--- config.mk ---
export PLATFORM = sky130hd
export DESIGN_NAME = pyrite_bpi_flash_seq
export DESIGN_NICKNAME = d
export VERILOG_FILES = /design/src/rtl/pyrite_bpi_pkg.sv /design/src/rtl/pyrite_bpi_rr_arb.sv /design/src/rtl/pyrite_bpi_flash_seq.sv
export SDC_FILE = /design/constraint.sdc
export NUM_CORES = 1
export LEC_CHECK = 0
export ABC_AREA = 1
export CORE_ASPECT_RATIO = 0.6
export CORE_UTILIZATION = 45
export DETAILED_ROUTE_END_ITERATION = 10
export GPL_ROUTABILITY_DRIVEN = 1
export PLACE_DENSITY = 0.86
export RECOVER_POWER = 25
export REMOVE_ABC_BUFFERS = 1
export SLEW_MARGIN = 30
export SYNTH_ARGS = -nofsm -noshare
export SYNTH_HDL_FRONTEND = slang
export SYNTH_HIERARCHICAL = 1
export SYNTH_SLANG_ARGS = --single-unit
--- constraint.sdc ---
create_clock -name clk -period 3.2 [get_ports clk]
set_input_delay 0.32 -clock clk [delete_from_list [all_inputs] [get_ports clk]]
set_output_delay 0.32 -clock clk [all_outputs]
set_load 0.01 [all_outputs]
--- src/rtl/pyrite_bpi_pkg.sv ---
// Shared types and helpers for the Pyrite BPI flash sequencer.
// Holds the FSM state enum, the timing counter width and the timing clamp.
package pyrite_bpi_pkg;

    localparam int CNT_W = 8;

    typedef enum logic [2:0] {
        IDLE,
        ADDR,
        ACCESS,
        HOLD,
        RESP
    } state_t;

    // Timing parameters of 0 behave as 1; values above 255 saturate.
    function automatic logic [CNT_W-1:0] clamp_t(input int t);
        if (t < 1) begin
            return 8'd1;
        end else if (t > 255) begin
            return 8'd255;
        end else begin
            return CNT_W'(t);
        end
    endfunction

endpackage

--- src/rtl/pyrite_bpi_rr_arb.sv ---
// Two-port request arbiter with a one-hot grant.
// PYRITE_BPI_SEQ_RR_EN: round-robin (clk, rst, adv present); else port 0 wins.
// Ports: req (request vector), gnt (one-hot grant), adv (grant accepted).
module pyrite_bpi_rr_arb (
`ifdef PYRITE_BPI_SEQ_RR_EN
    input  logic       clk,
    input  logic       rst,
    input  logic       adv,
`endif
    input  logic [1:0] req,
    output logic [1:0] gnt
);

`ifdef PYRITE_BPI_SEQ_RR_EN
    // ptr = 1 means port 1 is preferred on the next contention.
    logic ptr;

    always_ff @(posedge clk) begin
        if (rst) begin
            ptr <= 1'b0;
        end else if (adv) begin
            ptr <= gnt[0];
        end
    end

    always_comb begin
        if (ptr) begin
            gnt = {req[1], req[0] & ~req[1]};
        end else begin
            gnt = {req[1] & ~req[0], req[0]};
        end
    end
`else
    assign gnt = {req[1] & ~req[0], req[0]};
`endif

endmodule

--- src/rtl/pyrite_bpi_flash_seq.sv ---
// Two-port BPI flash sequencer: arbitrates word reads/writes and times CE/ADV/OE/WE.
// Ports: req_* (two requesters), resp_* (completion), flash_* (registered pins), busy.
// PYRITE_BPI_SEQ_RR_EN selects round-robin arbitration instead of fixed priority.
module pyrite_bpi_flash_seq
    import pyrite_bpi_pkg::*;
#(
    parameter int FLASH_ADDR_W = 16,
    parameter int FLASH_DATA_W = 16,
    parameter int FLASH_RGN_W  = 1,
    parameter int T_SETUP      = 2,
    parameter int T_ACCESS     = 8,
    parameter int T_HOLD       = 2
) (
    input  logic                                   clk,
    input  logic                                   rst,
    input  logic [1:0]                             req_valid,
    output logic [1:0]                             req_ready,
    input  logic [1:0]                             req_write,
    input  logic [2*(FLASH_RGN_W+FLASH_ADDR_W)-1:0] req_addr,
    input  logic [2*FLASH_DATA_W-1:0]              req_wdata,
    output logic [1:0]                             resp_valid,
    output logic [FLASH_DATA_W-1:0]                resp_rdata,
    output logic                                   busy,
    input  logic [FLASH_DATA_W-1:0]                flash_dq_i,
    output logic [FLASH_DATA_W-1:0]                flash_dq_o,
    output logic                                   flash_dq_oe,
    output logic [FLASH_ADDR_W-1:0]                flash_addr,
    output logic [FLASH_RGN_W-1:0]                 flash_region,
    output logic                                   flash_region_oe,
    output logic                                   flash_ce_n,
    output logic                                   flash_oe_n,
    output logic                                   flash_we_n,
    output logic                                   flash_adv_n
);

    localparam int AW = FLASH_RGN_W + FLASH_ADDR_W;
    localparam logic [CNT_W-1:0] TSU = clamp_t(T_SETUP);
    localparam logic [CNT_W-1:0] TAC = clamp_t(T_ACCESS);
    localparam logic [CNT_W-1:0] THD = clamp_t(T_HOLD);

    state_t            state, state_n;
    logic [CNT_W-1:0]  cnt, cnt_n;
    logic              wr_q, wr_n, own_q;
    logic [1:0]        gnt;
    logic              accept, sel, sel_write;
    logic [AW-1:0]     sel_addr;
    logic [FLASH_DATA_W-1:0] sel_wdata;
    logic              ce_d, adv_d, oe_d, we_d, dqoe_d, rgoe_d;
    logic [1:0]        rv_d;

    pyrite_bpi_rr_arb u_arb (
`ifdef PYRITE_BPI_SEQ_RR_EN
        .clk (clk),
        .rst (rst),
        .adv (accept),
`endif
        .req (req_valid),
        .gnt (gnt)
    );

    assign req_ready = (state == IDLE && !rst) ? gnt : 2'b00;
    assign accept    = |(req_valid & req_ready);
    assign sel       = gnt[1];
    assign sel_write = sel ? req_write[1] : req_write[0];
    assign sel_addr  = sel ? req_addr[2*AW-1:AW] : req_addr[AW-1:0];
    assign sel_wdata = sel ? req_wdata[2*FLASH_DATA_W-1:FLASH_DATA_W]
                           : req_wdata[FLASH_DATA_W-1:0];
    assign wr_n      = accept ? sel_write : wr_q;
    assign busy      = (state != IDLE);

    // Next state plus next pin levels; pins are registered from these.
    always_comb begin
        state_n = state;
        cnt_n   = cnt;
        ce_d    = 1'b1;
        adv_d   = 1'b1;
        oe_d    = 1'b1;
        we_d    = 1'b1;
        dqoe_d  = 1'b0;
        rgoe_d  = 1'b0;
        rv_d    = 2'b00;
        unique case (state)
            IDLE: begin
                if (accept) begin
                    state_n = ADDR;
                    cnt_n   = TSU - 1'b1;
                end
            end
            ADDR: begin
                if (cnt == '0) begin
                    state_n = ACCESS;
                    cnt_n   = TAC - 1'b1;
                end else begin
                    cnt_n = cnt - 1'b1;
                end
            end
            ACCESS: begin
                if (cnt == '0) begin
                    state_n = HOLD;
                    cnt_n   = THD - 1'b1;
                end else begin
                    cnt_n = cnt - 1'b1;
                end
            end
            HOLD: begin
                if (cnt == '0) begin
                    state_n = RESP;
                    cnt_n   = '0;
                end else begin
                    cnt_n = cnt - 1'b1;
                end
            end
            RESP: begin
                state_n = IDLE;
            end
            default: begin
                state_n = IDLE;
            end
        endcase

        unique case (state_n)
            ADDR: begin
                ce_d   = 1'b0;
                adv_d  = 1'b0;
                rgoe_d = 1'b1;
                dqoe_d = wr_n;
            end
            ACCESS: begin
                ce_d   = 1'b0;
                rgoe_d = 1'b1;
                oe_d   = wr_n;
                we_d   = !wr_n;
                dqoe_d = wr_n;
            end
            HOLD: begin
                ce_d   = 1'b0;
                rgoe_d = 1'b1;
                dqoe_d = wr_n;
            end
            RESP: begin
                rv_d = own_q ? 2'b10 : 2'b01;
            end
            default: begin
            end
        endcase
    end

    always_ff @(posedge clk) begin
        if (rst) begin
            state           <= IDLE;
            cnt             <= '0;
            wr_q            <= 1'b0;
            own_q           <= 1'b0;
            flash_ce_n      <= 1'b1;
            flash_adv_n     <= 1'b1;
            flash_oe_n      <= 1'b1;
            flash_we_n      <= 1'b1;
            flash_dq_oe     <= 1'b0;
            flash_region_oe <= 1'b0;
            flash_addr      <= '0;
            flash_region    <= '0;
            flash_dq_o      <= '0;
            resp_rdata      <= '0;
            resp_valid      <= 2'b00;
        end else begin
            state           <= state_n;
            cnt             <= cnt_n;
            flash_ce_n      <= ce_d;
            flash_adv_n     <= adv_d;
            flash_oe_n      <= oe_d;
            flash_we_n      <= we_d;
            flash_dq_oe     <= dqoe_d;
            flash_region_oe <= rgoe_d;
            resp_valid      <= rv_d;
            if (accept) begin
                wr_q  <= sel_write;
                own_q <= sel;
                {flash_region, flash_addr} <= sel_addr;
                if (sel_write) begin
                    flash_dq_o <= sel_wdata;
                end
            end
            // Read data is taken on the edge closing the last ACCESS cycle.
            if (state == ACCESS && cnt == '0 && !wr_q) begin
                resp_rdata <= flash_dq_i;
            end
        end
    end

endmodule

==> impl_metrics.env, run 1 <==
export IMPL_totalWireLength_um=9170
export IMPL_cp_slowest_stage_delay_ns=0.56
export IMPL_setup_ws_ns=0.975
export IMPL_hp_class="reg -> reg"
export IMPL_avgRoutedWirePerCell_um=13.9
export IMPL_fmax_mhz=449
export IMPL_p_leak_nw=2.26
export IMPL_ys_seq_area_frac=0.428
export IMPL_htreeDepth=3
export IMPL_tightest_slew_ns=0.681
export IMPL_drt_iter0_markers=172
export IMPL_dpl_cell_area_um2=4720
export IMPL_cp_end_kind="primary output"
export IMPL_path_class="in -> out"
export IMPL_syn_inst=430
export IMPL_rows=23
export IMPL_setup_violations_final=0
export IMPL_vias=3352
export IMPL_required_ns=2.88
export IMPL_status="finished with violations"
export IMPL_ys_ff_latch=70
export IMPL_dr_pass1_iters=9
export IMPL_die_area_um2=7630
export IMPL_dpl_cell_count=644
export IMPL_drv_slew=0
export IMPL_relSlewSlack=0.546
export IMPL_yosys_warnings=6
export IMPL_synthToLayoutAreaGrowth_pct=54.3
export IMPL_antenna_found_initial=0
export IMPL_synth_cell_type_count=34
export IMPL_cts_tree="built"
export IMPL_drive_gt1_frac=0.0890
export IMPL_synth_top_area_frac=0.428
export IMPL_antenna_cells=0
export IMPL_path_clk_slew_ns=0.05
export IMPL_finalCritPeriodShare=0.695
export IMPL_grt_pass1_vias=3276
export IMPL_grt_overflow=0
export IMPL_cp_top_family="buffers and inverters"
export IMPL_initial_core_util=0.478
export IMPL_crit_start="req_valid[0]"
export IMPL_seq_area_um2=1400
export IMPL_fillers=538
export IMPL_core_um2=6850
export IMPL_syn_area_per_cell_um2=7.61
export IMPL_fin_area_um2=5050
export IMPL_grt_pass1_wl_um=14900
export IMPL_critPathMaxFanout=4
export IMPL_clockBufferDepth=2
export IMPL_post_place_ws_ns=0.802
export IMPL_post_cts_resized=0
export IMPL_grt_usage=0.252
export IMPL_die_w_um=112
export IMPL_start_kind="input port"
export IMPL_finalSetupTns_ns=0
export IMPL_cts_root_buf="clkbuf_16"
export IMPL_synthTopCellsByArea="dfxtp_1 43%, nand2_1 14%, nor2_1 5.9%, o211a_1 5.2%, nand3_1 4.4%"
export IMPL_path_cells="clkdlybuf4s50_1, nor2_2, clkinv_1, nor2_1, clkdlybuf4s50_1"
export IMPL_hold_viol=0
export IMPL_insertion_delay_ns=0.33
export IMPL_drc_errors=8
export IMPL_crit_slowest_cell="clkdlybuf4s50_1"
export IMPL_drv_cap=0
export IMPL_final_common_cell="nand2_1"
export IMPL_synth_area_leader_cell="dfxtp_1"
export IMPL_critPathBufInv=3
export IMPL_post_cts_buffers=0
export IMPL_layout_min_cycle_time_ns=2.22
export IMPL_die_h_um=68.1
export IMPL_final_cell_mix="126 x nand2_1, 115 x clkdlybuf4s50_1, 70 x dfxtp_1, 51 x nor2_1, 32 x dlygate4sd3_1"
export IMPL_hold_buffers=0
export IMPL_syn_area_um2=3270
export IMPL_violations="DRC"
export IMPL_vias_per_cell=5.08
export IMPL_grt_max_degree=39
export IMPL_endpoint="req_ready[1]"
export IMPL_dp_hpwl_um=6660
export IMPL_cp_common_cell="clkdlybuf4s50_1"
export IMPL_routabilityCongestion=0.805
export IMPL_rsz0062_at_grt="no"
export IMPL_multiInputGateArea_um2=1610
export IMPL_nNetsFinal=657
export IMPL_cts_sinks=70
export IMPL_r2r_start="cnt[0]"
export IMPL_r2r_end="resp_rdata[9]"
export IMPL_skew_ns=0.00577
export IMPL_crit_arrival_ns=1.90
export IMPL_cts_made_buffers=9
export IMPL_r2r_cells=9
export IMPL_ant_nets=0
export IMPL_path_depth=5
export IMPL_rrSetupSlack_ns=1.18
export IMPL_irDropWorstVdd_uv=312
export IMPL_portBuffers=147
export IMPL_stdcell_count=660
export IMPL_powerDensity_nw_per_um2=609
export IMPL_io_pin_count=148
==> through the flow <==
| stage | power, W | utilization | hold slack, ns |
|---|---|---|---|
| after global routing | 0.00325 | 0.737 | 0.440 |
| after global placement | 0.00195 | 0.689 | 0.398 |
| after detailed placement | 0.00199 | 0.689 | 0.410 |
| after floorplan | 0.00159 | - | 0.389 |
| final | 0.00308 | 0.737 | 0.411 |
| after CTS | 0.00311 | 0.737 | 0.418 |
==> power breakdown <==
group | internal, W | switching [W] | leakage, nW | total, W
Sequential | 0.000972 | 0.0000679 | 0.569 | 0.00104
Combinational | 0.000405 | 0.000519 | 1.53 | 0.000923
Clock | 0.000760 | 0.000354 | 0.161 | 0.00111
Total | 0.00214 | 0.000941 | 2.26 | 0.00308
==> worst min path at each step <==
stage / start / slack, ns / cells after the start / endpoint
after floorplan: rst / 0.39 / 1 / cnt[3]
after global placement: own_q / 0.40 / 1 / resp_valid[0]
after global routing: own_q / 0.44 / 1 / resp_valid[0]
after detailed placement: own_q / 0.41 / 1 / resp_valid[0]
after CTS: own_q / 0.42 / 1 / resp_valid[0]
final: own_q / 0.41 / 1 / resp_valid[0]
==> flip-flops by register name, indices dropped and copies added (netlist names) <==
signal	cells
flash_addr	16
state	3
resp_valid	2
own_q	1
flash_region_oe	1
flash_we_n	1
flash_ce_n	1
flash_dq_oe	1
wr_q	1
flash_oe_n	1
flash_dq_o	16
cnt	8
flash_adv_n	1
flash_region	1
resp_rdata	16
==> layer usage <==
layer / wire length, µm / vias up / part of all wire / track usage
li1: - / 1675 / - / -
met1: 3920 / 1518 / 0.43 / 0.291
met2: 4280 / 140 / 0.47 / 0.440
met3: 817 / 19 / 0.089 / 0.0903
met4: 152 / 0 / 0.017 / 0.0933
met5: 0 / - / 0 / 0
==> cell type report <==
cell class / instances / area share
sequential: 70 / 0.278
timing repair buffer: 151 / 0.297
inverter: 25 / 0.0196
multi-input combinational: 311 / 0.318
tap: 87 / 0.0216
clock buffer: 12 / 0.0468
clock inverter: 4 / 0.0188
==> logic make-up (layout without fill, tap and decap cells) <==
group,count (synthesis),count (layout),synth area share
compound gates,69,69,0.136
fa+ha+maj,1,1,0.00382
flops,70,70,0.428
xor+xnor,4,4,0.0107
simple gates,237,237,0.341
buf+inv,49,192,0.0803
==> worst register-to-register path, delay by kind of cell, from the launching register on <==
family                   cells  cell delay (ns)
buffers and inverters        1             0.12
AND/OR/NAND/NOR              6             1.15
AO/OA/AOI/OAI                1             0.09
flip-flops                   1             0.29
adder cells (fa/ha/maj)      1             0.27
==> synth_stat cells <==
library cell	n
inv_1	18
nand3_2	13
o21ai_0	12
buf_12	1
o21ai_1	12
dfxtp_1	70
buf_2	4
nand2_4	3
o2111ai_1	1
o31ai_1	2
buf_8	2
a21oi_1	22
xnor2_1	1
buf_6	3
clkbuf_1	12
xor2_1	3
o211ai_1	1
o22ai_1	1
nand4_1	2
nand2_1	126
nor2_4	2
nor2_1	51
clkinv_1	2
ha_1	1
nand3_1	29
o211a_1	17
a31oi_1	1
nand2_2	4
nor2_2	4
buf_4	2
nor2_8	2
inv_2	4
nand3_4	1
inv_6	1
Power figures use the tool's default switching activity.
==> inputs of run 2 (changes only) <==
Settings changed: CORE_UTILIZATION 45 to 42, PLACE_DENSITY 0.86 to 0.81.
Clock period 3.2 ns to 2.1 ns, I/O delays scaled along.
==> run 2 against run 1 <==
  * The run now ends clean
  * Non-clock buffer count up 7
  * Die area is 7.0% higher
  * Wire length up 0.55%
  * Clock power rose by 38%
  * Power is 48% higher
  * Via count decreased by 0.87%
  * Critical path depth rose by 1
  * Cell count is 3.8% higher
  * Register-to-register slack got worse by 0.85 ns
  * Design area grew 1.7%
  * Sequential share of layout area shrank 0.43 points
  * Highest routed layer unchanged
==> impl_metrics.env, run 2 (synthesis gave the netlist of run 1 again) <==
export IMPL_status="complete, no violations"
export IMPL_irDropWorstVdd_uv=503
export IMPL_nNetsFinal=664
export IMPL_drv_slew=0
export IMPL_tightest_slew_ns=0.543
export IMPL_synthToLayoutAreaGrowth_pct=56.9
export IMPL_rsz0062_at_grt="no"
export IMPL_finalCritPeriodShare=0.939
export IMPL_crit_arrival_ns=1.76
export IMPL_cts_made_buffers=9
export IMPL_fmax_mhz=507
export IMPL_htreeDepth=3
export IMPL_rows=24
export IMPL_layout_min_cycle_time_ns=1.97
export IMPL_vias_per_cell=4.85
export IMPL_routabilityCongestion=0.869
export IMPL_totalWireLength_um=9220
export IMPL_powerDensity_nw_per_um2=890
export IMPL_hold_buffers=0
export IMPL_drt_iter0_markers=175
export IMPL_start_kind="flop"
export IMPL_ant_nets=0
export IMPL_die_area_um2=8160
export IMPL_antenna_found_initial=0
export IMPL_insertion_delay_ns=0.33
export IMPL_die_w_um=116
export IMPL_hp_class="reg -> reg"
export IMPL_portBuffers=147
export IMPL_hold_viol=0
export IMPL_finalPower_w=0.00457
export IMPL_path_clk_slew_ns=0.05
export IMPL_p_leak_nw=2.30
export IMPL_cp_end_kind="primary output"
export IMPL_cts_sinks=70
export IMPL_required_ns=1.89
export IMPL_drv_cap=0
export IMPL_stdcell_count=685
export IMPL_dp_hpwl_um=6840
export IMPL_cts_root_buf="clkbuf_16"
export IMPL_die_h_um=70.4
export IMPL_cts_tree="built"
export IMPL_grt_overflow=0
export IMPL_core_um2=7390
export IMPL_whs_ns=0.418
export IMPL_setup_violations_final=0
export IMPL_drc_errors=0
export IMPL_reg_largest_list="flash_addr x16, flash_dq_o x16, resp_rdata x16"
export IMPL_final_cell_mix="126 x nand2_1, 114 x clkdlybuf4s50_1, 69 x dfxtp_1, 50 x nor2_1, 32 x dlygate4sd3_1"
export IMPL_relSlewSlack=0.636
export IMPL_initial_core_util=0.443
export IMPL_io_pin_count=148
export IMPL_drive_gt1_frac=0.105
export IMPL_grt_max_degree=38
export IMPL_clockBufferDepth=2
export IMPL_dpl_cell_count=667
export IMPL_skew_ns=0.00722
export IMPL_grt_usage=0.241
export IMPL_grt_pass1_wl_um=15000
export IMPL_avgRoutedWirePerCell_um=13.5
export IMPL_dr_pass1_iters=4
export IMPL_path_class="reg -> out"
export IMPL_final_common_cell="nand2_1"
export IMPL_vias=3323
export IMPL_critPathMaxFanout=6
export IMPL_grt_pass1_vias=3194
[run 2: cell types whose count changed in the layout (fill, tap and decap cells not counted), moves of 2 or more]
cell	previous run	this run
clkbuf_8	0	2
buf_4	4	9
buf_12	0	2
bufinv_16	3	1
[run 2: final timing paths]
path | start | end | slack (ns) | cells past startpoint
worst min-delay path | own_q | resp_valid[0] | 0.42 | 1
worst max-delay path | state[1] | req_ready[0] | 0.13 | 6
worst max register to register | cnt[0] | flash_oe_n | 0.33 | 11
worst min register to register | own_q | resp_valid[0] | 0.42 | 1
[run 2: final cells by class]
cell class	count	area (µm²)
fill	611	2250
multi-input combinational	311	1620
timing repair buffer	158	1580
sequential	70	1400
clock buffer	13	260
tap	104	130
inverter	25	98.8
clock inverter	3	42.5
antenna	1	2.50
[run 2: report_power, final]
group	leakage [nW]	internal [W]	switching (W)
Clock	0.146	0.000982	0.000547
Combinational	1.58	0.000654	0.000801
Sequential	0.570	0.00148	0.000101
[run 2: per-stage QoR]
step | setup TNS, ns | setup WS [ns] | util | cell area (µm²)
after floorplan | -13.26 | -0.520 | - | 3110
after global placement | 0 | 0.236 | 0.651 | 4810
after detailed placement | 0 | 0.179 | 0.651 | 4810
after CTS | 0 | 0.0930 | 0.692 | 5110
after global routing | 0 | 0.00955 | 0.695 | 5130
final | 0 | 0.127 | 0.695 | 5130
[run 2: per-layer routing]
layer  wire [µm]  GRT usage  vias to the layer above  share of wire
met3         820      0.108                       11          0.089
met2        4130      0.382                      118           0.45
met1        4150      0.299                     1506           0.45
met4         113     0.0584                        0          0.012
li1            -          -                     1688              -
met5           0          0                        -              0
[run 2: critical path: stages, from the launching register on]
cell	delay, ns
dfxtp_1	0.38
nor2_4	0.16
nand2_4	0.09
nor2_8	0.11
inv_1	0.06
nor2_1	0.08
clkdlybuf4s50_1	0.54
[run 2: repair_timing]
action                                  CTS  global route
buffers inserted                          0             1
endpoints found under the setup margin    0             5
resized for setup                         0             4
==> inputs of run 3 (changes only) <==
Settings changed: CORE_UTILIZATION 42 to 45, PLACE_DENSITY 0.81 to 0.86.
Clock period 2.1 ns to 2.5 ns, I/O delays scaled along.
==> run 3 against run 2 <==
  * The flow now finishes with violations (DRC)
  * Core utilization increased by 4.2 points
  * Hold slack got worse by 0.00099 ns
  * Cell count decreased by 3.2%
  * Combinational power decreased by 17%
  * Critical path depth increased by 3
  * Wire length about the same
  * Non-clock buffer count decreased by 4
  * Die area decreased by 6.5%
  * Flip-flop and latch count unchanged
  * Design area decreased by 1.7%
  * Sequential share of layout area increased by 0.45 points
  * Clock skew increased by 0.0026 ns
  * Largest power group unchanged
==> impl_metrics.env, run 3 (synthesis gave the netlist of run 1 again) <==
export IMPL_status="finished with violations"
export IMPL_violations="DRC"
export IMPL_rsz0062_at_grt="no"
export IMPL_cts_made_buffers=9
export IMPL_tightest_slew_ns=0.529
export IMPL_antenna_cells=0
export IMPL_top_layer="met4"
export IMPL_route_met3_wl_um=994
export IMPL_finalCritPeriodShare=0.840
export IMPL_initial_core_util=0.478
export IMPL_critPathMaxFanout=17
export IMPL_drive_gt1_frac=0.0990
export IMPL_dp_hpwl_um=6660
export IMPL_whs_ns=0.417
export IMPL_wl_met2_um=4070
export IMPL_grt_max_degree=35
export IMPL_final_common_cell="nand2_1"
export IMPL_drv_cap=0
export IMPL_crit_arrival_ns=2.31
export IMPL_skew_ns=0.00977
export IMPL_hp_class="reg -> reg"
export IMPL_post_cts_resized=0
export IMPL_routabilityCongestion=0.860
export IMPL_htreeDepth=3
export IMPL_reg_largest_list="flash_addr x16, flash_dq_o x16, resp_rdata x16"
export IMPL_die_w_um=112
export IMPL_dpl_cell_count=647
export IMPL_path_class="reg -> reg"
export IMPL_rrSetupSlack_ns=0.40
export IMPL_die_h_um=68.1
export IMPL_hold_viol=0
export IMPL_cts_root_buf="clkbuf_16"
export IMPL_relSlewSlack=0.645
export IMPL_finalSetupTns_ns=0
export IMPL_ant_nets=0
export IMPL_die_area_um2=7630
export IMPL_grt_pass1_vias=3126
export IMPL_drc_errors=9
export IMPL_cts_sinks=70
export IMPL_hp_start="own_q"
export IMPL_antenna_found_initial=0
export IMPL_vias=3371
export IMPL_drv_slew=0
export IMPL_powerDensity_nw_per_um2=760
export IMPL_layout_min_cycle_time_ns=2.10
export IMPL_p_leak_nw=2.25
export IMPL_r2r_start="cnt[0]"
export IMPL_wl_met1_um=4070
export IMPL_cp_end_kind="flop"
export IMPL_clockBufferDepth=2
export IMPL_irDropWorstVdd_uv=404
export IMPL_grt_pass1_wl_um=14700
export IMPL_drt_iter0_markers=194
export IMPL_stdcell_count=663
export IMPL_grt_overflow=0
export IMPL_rows=23
export IMPL_cts_tree="built"
export IMPL_grt_usage=0.247
export IMPL_totalWireLength_um=9220
export IMPL_insertion_delay_ns=0.34
export IMPL_synthToLayoutAreaGrowth_pct=54.2
export IMPL_crit_start="cnt[0]"
export IMPL_core_um2=6850
export IMPL_final_cell_mix="126 x nand2_1, 115 x clkdlybuf4s50_1, 70 x dfxtp_1, 51 x nor2_1, 32 x dlygate4sd3_1"
export IMPL_nNetsFinal=660
export IMPL_required_ns=2.71
export IMPL_vias_per_cell=5.08
export IMPL_fmax_mhz=476
export IMPL_path_clk_slew_ns=0.06
export IMPL_dr_pass1_iters=8
export IMPL_setup_violations_final=0
export IMPL_fin_util=0.737
export IMPL_avgRoutedWirePerCell_um=13.9
export IMPL_hold_buffers=0
export IMPL_post_cts_buffers=0
export IMPL_portBuffers=147
export IMPL_start_kind="flop"
export IMPL_io_pin_count=148
## run 3: area by class of cell
| class | count | area, µm² |
|---|---|---|
| Fill cell | 513 | 1800 |
| Clock inverter | 7 | 80.1 |
| Tap cell | 87 | 109 |
| Sequential cell | 70 | 1400 |
| Timing Repair Buffer | 154 | 1520 |
| Inverter | 25 | 98.8 |
| Multi-Input combinational cell | 311 | 1610 |
| Clock buffer | 9 | 225 |
## run 3: layer usage
layer | up-vias | GRT usage
met2 | 150 | 0.406
met5 | - | 0
met4 | 0 | 0.0783
li1 | 1684 | -
met1 | 1524 | 0.299
met3 | 13 | 0.100
## run 3: worst paths after layout
kind                        end  cells past startpoint
setup reg to reg  resp_rdata[5]                      9
hold reg to reg   resp_valid[0]                      1
hold / removal    resp_valid[0]                      1
setup / recovery  resp_rdata[5]                      9
## run 3: through the flow
step | power (W) | instance area (µm²) | setup WS, ns
after detailed placement | 0.00255 | 4740 | 0.351
final | 0.00383 | 5050 | 0.399
after CTS | 0.00386 | 5050 | 0.410
after floorplan | 0.00204 | 3110 | -0.160
after global placement | 0.00252 | 4740 | 0.436
after global routing | 0.00403 | 5050 | 0.231
## run 3: report_power, final
| group | internal (W) | total [W] | switching [W] |
|---|---|---|---|
| combinational | 0.000521 | 0.00120 | 0.000677 |
| sequential | 0.00124 | 0.00133 | 0.0000838 |
| clock | 0.000784 | 0.00131 | 0.000523 |
## run 3: worst max-delay path, cell delays in order, from the launching register on
cell and delay (ns):
dfxtp_1 0.30, inv_1 0.15, ha_1 0.25, nand2_1 0.07, nor2_1 0.19, nand2_2 0.21
nor2_8 0.28, nand2_2 0.26, nand2_1 0.16, a21oi_1 0.09
